## config.mk

```make
export PLATFORM = sky130hd
export DESIGN_NAME = uart_tx_fifo
export DESIGN_NICKNAME = d
export VERILOG_FILES = /design/src/rtl/uart_tx_fifo.sv
export SDC_FILE = /design/constraint.sdc
export NUM_CORES = 1
export LEC_CHECK = 0
export CORE_MARGIN = 2
export CORE_UTILIZATION = 54
export CTS_BUF_LIST = sky130_fd_sc_hd__clkbuf_8 sky130_fd_sc_hd__clkbuf_16
export DETAILED_ROUTE_END_ITERATION = 6
export PLACE_DENSITY_LB_ADDON = 0.12
export SLEW_MARGIN = 20
export SYNTH_ARGS = -nofsm -noshare
export SYNTH_HDL_FRONTEND = slang
export SYNTH_SLANG_ARGS = --single-unit
```

## constraint.sdc

```tcl
create_clock -name clk -period 3.3 [get_ports clk]
set_clock_uncertainty 0.15 [all_clocks]
set_input_delay 0.66 -clock clk [delete_from_list [all_inputs] [get_ports clk]]
set_output_delay 0.66 -clock clk [all_outputs]
set_load 0.03 [all_outputs]
```

## src/rtl/uart_tx_fifo.sv

```systemverilog
// UART transmitter with write-side FIFO, internal baud divider, 5..9 data bits, 1/2 stop bits; UART_TX_FIFO_PARITY_EN adds an even parity bit.
// Latency: a word pushed into an empty FIFO with the line idle starts its start bit on the next edge.
// Backpressure: tx_rdy drops when the FIFO is full; a write attempted while full is dropped and flagged on overflow.

module sync_fifo #(
  parameter int W     = 8,
  parameter int DEPTH = 16
) (
  input  logic                   clk,
  input  logic                   rst,
  input  logic                   wr_vld_i,
  input  logic [W-1:0]           wr_dat_i,
  output logic                   wr_rdy_o,
  input  logic                   rd_rdy_i,
  output logic                   rd_vld_o,
  output logic [W-1:0]           rd_dat_o,
  output logic [$clog2(DEPTH):0] count_o,
  output logic [$clog2(DEPTH):0] count_nxt_o
);
  localparam int AW = $clog2(DEPTH);
  localparam logic [AW:0] FULL = (AW+1)'(DEPTH);
  localparam logic [AW:0] ONE  = (AW+1)'(1);

  logic [W-1:0]  mem_q [DEPTH];
  logic [AW-1:0] wr_ptr_q, rd_ptr_q;
  logic [AW:0]   count_q, count_d;
  logic          push, pop;

  assign wr_rdy_o    = (count_q != FULL);
  assign rd_vld_o    = (count_q != '0);
  assign push        = wr_vld_i && wr_rdy_o;
  assign pop         = rd_rdy_i && rd_vld_o;
  assign rd_dat_o    = mem_q[rd_ptr_q];
  assign count_o     = count_q;
  assign count_nxt_o = count_d;

  always_comb begin
    count_d = count_q;
    if (push && !pop)
      count_d = count_q + ONE;
    else if (!push && pop)
      count_d = count_q - ONE;
  end

  // Pointers wrap naturally because DEPTH is a power of two.
  always_ff @(posedge clk) begin
    if (!rst) begin
      wr_ptr_q <= '0;
      rd_ptr_q <= '0;
      count_q  <= '0;
    end else begin
      if (push) wr_ptr_q <= wr_ptr_q + 1'b1;
      if (pop)  rd_ptr_q <= rd_ptr_q + 1'b1;
      count_q <= count_d;
    end
  end

  always_ff @(posedge clk) begin
    if (push) mem_q[wr_ptr_q] <= wr_dat_i;
  end
endmodule

module uart_tx_fifo #(
  parameter int DATA_BITS    = 8,
  parameter int STOP_BITS    = 1,
  parameter int CLKS_PER_BIT = 868,
  parameter int FIFO_DEPTH   = 16
) (
  input  logic                        clk,
  input  logic                        rst,
  input  logic                        tx_val,
  input  logic [DATA_BITS-1:0]        tx_data,
  output logic                        tx_rdy,
  output logic                        tx,
  output logic                        busy,
  output logic [$clog2(FIFO_DEPTH):0] fifo_count,
  output logic                        overflow
);
  localparam int BW = $clog2(STOP_BITS*CLKS_PER_BIT);
  localparam int IW = $clog2(DATA_BITS);
  localparam logic [BW-1:0] BIT_LAST  = BW'(CLKS_PER_BIT-1);
  localparam logic [BW-1:0] STOP_LAST = BW'(STOP_BITS*CLKS_PER_BIT-1);
  localparam logic [IW-1:0] IDX_LAST  = IW'(DATA_BITS-1);
  localparam logic [IW-1:0] IDX_ONE   = IW'(1);
  localparam logic [BW-1:0] BAUD_ONE  = BW'(1);

  typedef enum logic [2:0] {
    S_IDLE,
    S_START,
    S_DATA,
`ifdef UART_TX_FIFO_PARITY_EN
    S_PARITY,
`endif
    S_STOP
  } state_t;

  state_t                    state_q;
  logic [BW-1:0]             baud_q;
  logic [IW-1:0]             bit_idx_q;
  logic [DATA_BITS-1:0]      shift_q;
  logic                      tx_q, busy_q, overflow_q;
`ifdef UART_TX_FIFO_PARITY_EN
  logic                      par_q;
`endif

  logic                      fifo_nonempty, pop, frame_end, idle_d, busy_d;
  logic [DATA_BITS-1:0]      head_dat;
  logic [$clog2(FIFO_DEPTH):0] count_nxt;

  sync_fifo #(
    .W     (DATA_BITS),
    .DEPTH (FIFO_DEPTH)
  ) u_fifo (
    .clk         (clk),
    .rst         (rst),
    .wr_vld_i    (tx_val),
    .wr_dat_i    (tx_data),
    .wr_rdy_o    (tx_rdy),
    .rd_rdy_i    (pop),
    .rd_vld_o    (fifo_nonempty),
    .rd_dat_o    (head_dat),
    .count_o     (fifo_count),
    .count_nxt_o (count_nxt)
  );

  // The last stop cycle doubles as the load point so frames run back-to-back.
  assign frame_end = (state_q == S_STOP) && (baud_q == '0);
  assign pop       = fifo_nonempty && ((state_q == S_IDLE) || frame_end);
  assign idle_d    = !pop && ((state_q == S_IDLE) || frame_end);
  assign busy_d    = !idle_d || (count_nxt != '0);

  assign tx       = tx_q;
  assign busy     = busy_q;
  assign overflow = overflow_q;

  always_ff @(posedge clk) begin
    if (!rst) begin
      state_q    <= S_IDLE;
      baud_q     <= '0;
      bit_idx_q  <= '0;
      shift_q    <= '0;
      tx_q       <= 1'b1;
      busy_q     <= 1'b0;
      overflow_q <= 1'b0;
`ifdef UART_TX_FIFO_PARITY_EN
      par_q      <= 1'b0;
`endif
    end else begin
      busy_q     <= busy_d;
      overflow_q <= tx_val && !tx_rdy;
      case (state_q)
        S_IDLE: begin
          if (pop) begin
            shift_q <= head_dat;
`ifdef UART_TX_FIFO_PARITY_EN
            par_q   <= ^head_dat;
`endif
            baud_q  <= BIT_LAST;
            tx_q    <= 1'b0;
            state_q <= S_START;
          end
        end
        S_START: begin
          if (baud_q == '0) begin
            baud_q    <= BIT_LAST;
            bit_idx_q <= '0;
            tx_q      <= shift_q[0];
            shift_q   <= shift_q >> 1;
            state_q   <= S_DATA;
          end else begin
            baud_q <= baud_q - BAUD_ONE;
          end
        end
        S_DATA: begin
          if (baud_q == '0) begin
            if (bit_idx_q == IDX_LAST) begin
`ifdef UART_TX_FIFO_PARITY_EN
              baud_q  <= BIT_LAST;
              tx_q    <= par_q;
              state_q <= S_PARITY;
`else
              baud_q  <= STOP_LAST;
              tx_q    <= 1'b1;
              state_q <= S_STOP;
`endif
            end else begin
              baud_q    <= BIT_LAST;
              bit_idx_q <= bit_idx_q + IDX_ONE;
              tx_q      <= shift_q[0];
              shift_q   <= shift_q >> 1;
            end
          end else begin
            baud_q <= baud_q - BAUD_ONE;
          end
        end
`ifdef UART_TX_FIFO_PARITY_EN
        S_PARITY: begin
          if (baud_q == '0) begin
            baud_q  <= STOP_LAST;
            tx_q    <= 1'b1;
            state_q <= S_STOP;
          end else begin
            baud_q <= baud_q - BAUD_ONE;
          end
        end
`endif
        S_STOP: begin
          if (baud_q == '0) begin
            if (pop) begin
              shift_q <= head_dat;
`ifdef UART_TX_FIFO_PARITY_EN
              par_q   <= ^head_dat;
`endif
              baud_q  <= BIT_LAST;
              tx_q    <= 1'b0;
              state_q <= S_START;
            end else begin
              tx_q    <= 1'b1;
              state_q <= S_IDLE;
            end
          end else begin
            baud_q <= baud_q - BAUD_ONE;
          end
        end
        default: begin
          tx_q    <= 1'b1;
          state_q <= S_IDLE;
        end
      endcase
    end
  end
endmodule

```

==> out/summary.md <==
- 0.0132 mm^2 — core footprint
- 0.0145 mm^2 — full die area
- 2.49 ns — Worst Path Required
- 13.9% — area added between synthesis and finish
- sky130_fd_sc_hd__edfxtp_1 — cell with the most instances after synthesis
- 64.1% — Seq/Total Area, Yosys
- 0 — count of endpoints failing setup in the final report
- 4 — count of H-tree levels built during CTS
- 860 mW/mm^2 — pwr/cell area
- 3.01 ns — post-layout min period
- flop — launching element type of the critical path
- multiplexers — dominant combinational cell family by area after synthesis
- inv_1 -> ha_1 -> nand4bb_1 -> clkdlybuf4s50_1 — cell-by-cell trace of the critical path
- 2.75 nW — Static Leakage
- 128 x sky130_fd_sc_hd__edfxtp_1, 43 x sky130_fd_sc_hd__dfxtp_1, 40 x sky130_fd_sc_hd__nand2_1 — top cells by count, synth
- 33 — pin count of the biggest net entering global routing
- 0 — DRT antenna net count
- 0.836% — xor and xnor area share after synthesis
- flop to flop — Tightest Hold Check Type
- 9.60% — share of synthesized cell area in and, or, nand and nor gates
- complete, no violations — result of the run
- 0 — Post-CTS Hold Fix Bufs
- 91.2% — fraction of the cycle the final worst path needs
- 0.73 ns — delay of the slowest cell on the worst path
- 171 — post-synthesis sequential element count
- 2 — CTS max path bufs
- sky130_fd_sc_hd__clkdlybuf4s50_1 — worst-path cell with the longest stage delay
- 542 — post-layout net count
- 15.0 um^2 — per-instance average area after synthesis
- 22.5 um — wire length per cell
- 2 — buffering stage count on the worst path with inverters included
- 4268 — via count of the first global-routing pass
- 0 — Synth Warn #
- 0 — count of inserted antenna diode cells
- 0 — residual overflow from global routing
- 52.4% — area share of the leading cell type in the synthesized netlist
- 23.2% — Total Routing Usage GR
- 2.90% — post-synthesis adder-cell area fraction
- 20 — io pins
- 0% — share of flip-flops with an asynchronous set or reset
- sky130_fd_sc_hd__edfxtp_1 — cell taking the most area after synthesis
- 490 — cell count after synthesis
- 0 — Slew Viols, Final
- false — RSZ-0062 raised after global routing
- 171 — total clock sinks
- sky130_fd_sc_hd__clkbuf_16 — master cell of the clock root buffer
- 0.00471 mm^2 — area taken by flip-flops and latches
- 0.07 ns — clock transition at the registers of the reported paths
- 42 — Site Rows
- 0 — count of cells resized by post-cts repair
- 0 — reported max-cap violation count
- 15.8 mm — Total Routed Length
- 7.69% — Synth Area in Compound Gates
- 121 um — height of the die
- 2.20 ns — critical path arrival
- 7.18 mW — total chip power
- 0.871 — final weighted congestion in routability-driven placement
- 0.43 ns — worst-skew pair later-pin latency
- 6 — maximum fanout count along the critical path
- 0.00734 mm^2 — netlist area before placement
- buffers and inverters — cell family contributing the most delay on the critical path
- 48.9% — headroom to the max-slew limit
- 12.7% — multiplexer area fraction after synthesis
- sky130_fd_sc_hd__edfxtp_1 52%, sky130_fd_sc_hd__mux4_2 12%, sky130_fd_sc_hd__dfxtp_1 12%, sky130_fd_sc_hd__ha_1 2.9%, sky130_fd_sc_hd__nand2_1 2.0% — most area-consuming cells after synthesis
- 0 — number of hold-slack violations in the final timing report
- flop to output port — type of the worst setup path
- 518 — Synth Net Count
- 0 — antenna violations before repair
- 633 — iteration-0 DRC count of the detailed router
- 703 — final non-filler cell total
- 0 — Post-CTS Setup Bufs
- 4352 — detailed-route via count
- 55.4% — initial core utilization
- 671 — number of placed instances with taps included
- sky130_fd_sc_hd__edfxtp_1 — Synth Flop Type
- 0.743 mV — VDD IR max
- 5 — Detailed Routing Iterations Pass 1
- 17 — total clock buffers created by CTS
- 10.6 mm — DP Wirelength
- 332 MHz — peak clock frequency supported by timing
- 19 — number of buffer cells added on primary ports
- 128 — count of flip-flops with a built-in enable after synthesis
- 0 — DRC
- 121 um — die boundary width
- 0 ns — Post-Route Setup TNS
- 57 — distinct cell type count after synthesis
- 17.5% — fraction of final layout cells sized beyond drive strength 1
- output port — type of element capturing the critical path
- yes — clock tree from TritonCTS
- 953 — number of fillers in the final layout
- 24.4 mm — first-pass GRT wire length
- 0.764 ns — Worst Max-Slew Pin Slew
- 6.19 — via density per instance
- 0.00247 mm^2 — Multi-input gate area
logic make-up after synthesis:
family          Yosys count
flops                   171
xor+xnor                  7
compound gates           85
buf+inv                  37
fa+ha+maj                17
simple gates            129
mux                      44
state kept, by name, indices dropped and copies added (netlist names), 2 cells and up, named ones only:
register	flops
u_fifo.mem_q	128
baud_q	10
shift_q	8
u_fifo.count_o	5
u_fifo.rd_ptr_q	4
u_fifo.wr_ptr_q	4
bit_idx_q	3
state_q	2
final cells by class:
class | instances | area share (%)
flip-flops and latches | 171 | 56.3
multi-input cells | 282 | 29.6
clock buffers | 17 | 5.09
repair buffers | 28 | 3.24
well taps | 176 | 2.64
clock inverters | 15 | 2.49
inverters | 14 | 0.629
final timing paths:
kind	start	to	slack, ns	depth (start not counted)
worst max-delay path	u_fifo.count_o[0]$_SDFF_PN0_	tx_rdy	0.29	4
worst min-delay path	shift_q[4]$_SDFFE_PN0P_	shift_q[3]$_SDFFE_PN0P_	0.33	2
worst max register to register	u_fifo.count_o[0]$_SDFF_PN0_	u_fifo.mem_q[8][1]$_DFFE_PP_	0.76	6
worst min register to register	shift_q[4]$_SDFFE_PN0P_	shift_q[3]$_SDFFE_PN0P_	0.33	2
per-stage QoR:
stage                     setup slack (ns)  hold slack [ns]  cell area (um^2)  utilization, %
after floorplan                      0.512            0.297              7340               -
after global placement               0.575            0.314              7720            58.3
after detailed placement             0.524            0.320              7720            58.3
after CTS                            0.255            0.330              8350            63.1
after global routing                 0.145            0.346              8350            63.1
final                                0.291            0.329              8350            63.1
cells in the final DEF (no fill, tap or decap), drive strengths merged, types with 3 or more instances in the layout:
cell type and n:
edfxtp 128, dfxtp 43, nand2 40, mux4 39
o21ai 23, nor2 22, a21oi 20, clkdlybuf4s50 19
inv 18, ha 17, clkbuf 17, and2 15
nor3 11, a31oi 10, buf 9, nand3 8
nor3b 6, clkinv 6, o22ai 5, mux2i 5
xnor2 5, and4 5, nand2b 4, a211oi 4
nor4 3, o211ai 3, a22oi 3, nand4 3
bufinv 3, or4 3
worst register-to-register path, stage by stage (launching register included):
cell	delay, ns
sky130_fd_sc_hd__dfxtp_1	0.44
sky130_fd_sc_hd__inv_1	0.13
sky130_fd_sc_hd__ha_1	0.24
sky130_fd_sc_hd__nand4bb_1	0.24
sky130_fd_sc_hd__nand2_1	0.14
sky130_fd_sc_hd__nor3b_1	0.46
sky130_fd_sc_hd__and2_1	0.42
routing by layer:
metal	wire (um)	up-vias	GRT usage [%]	part of all wire (%)
li1	-	1972	-	-
met1	6800	2174	31.2	43
met2	7830	184	38.2	50
met3	879	22	4.81	5.6
met4	283	0	7.85	1.8
met5	0	-	0	0
power by group:
part,switching [mW],internal (mW),leakage [nW],total [mW]
Sequential,0.161,2.50,1.51,2.66
Combinational,1.40,1.02,0.940,2.42
Clock,0.883,1.22,0.305,2.10
Power figures use the tool's default switching activity.
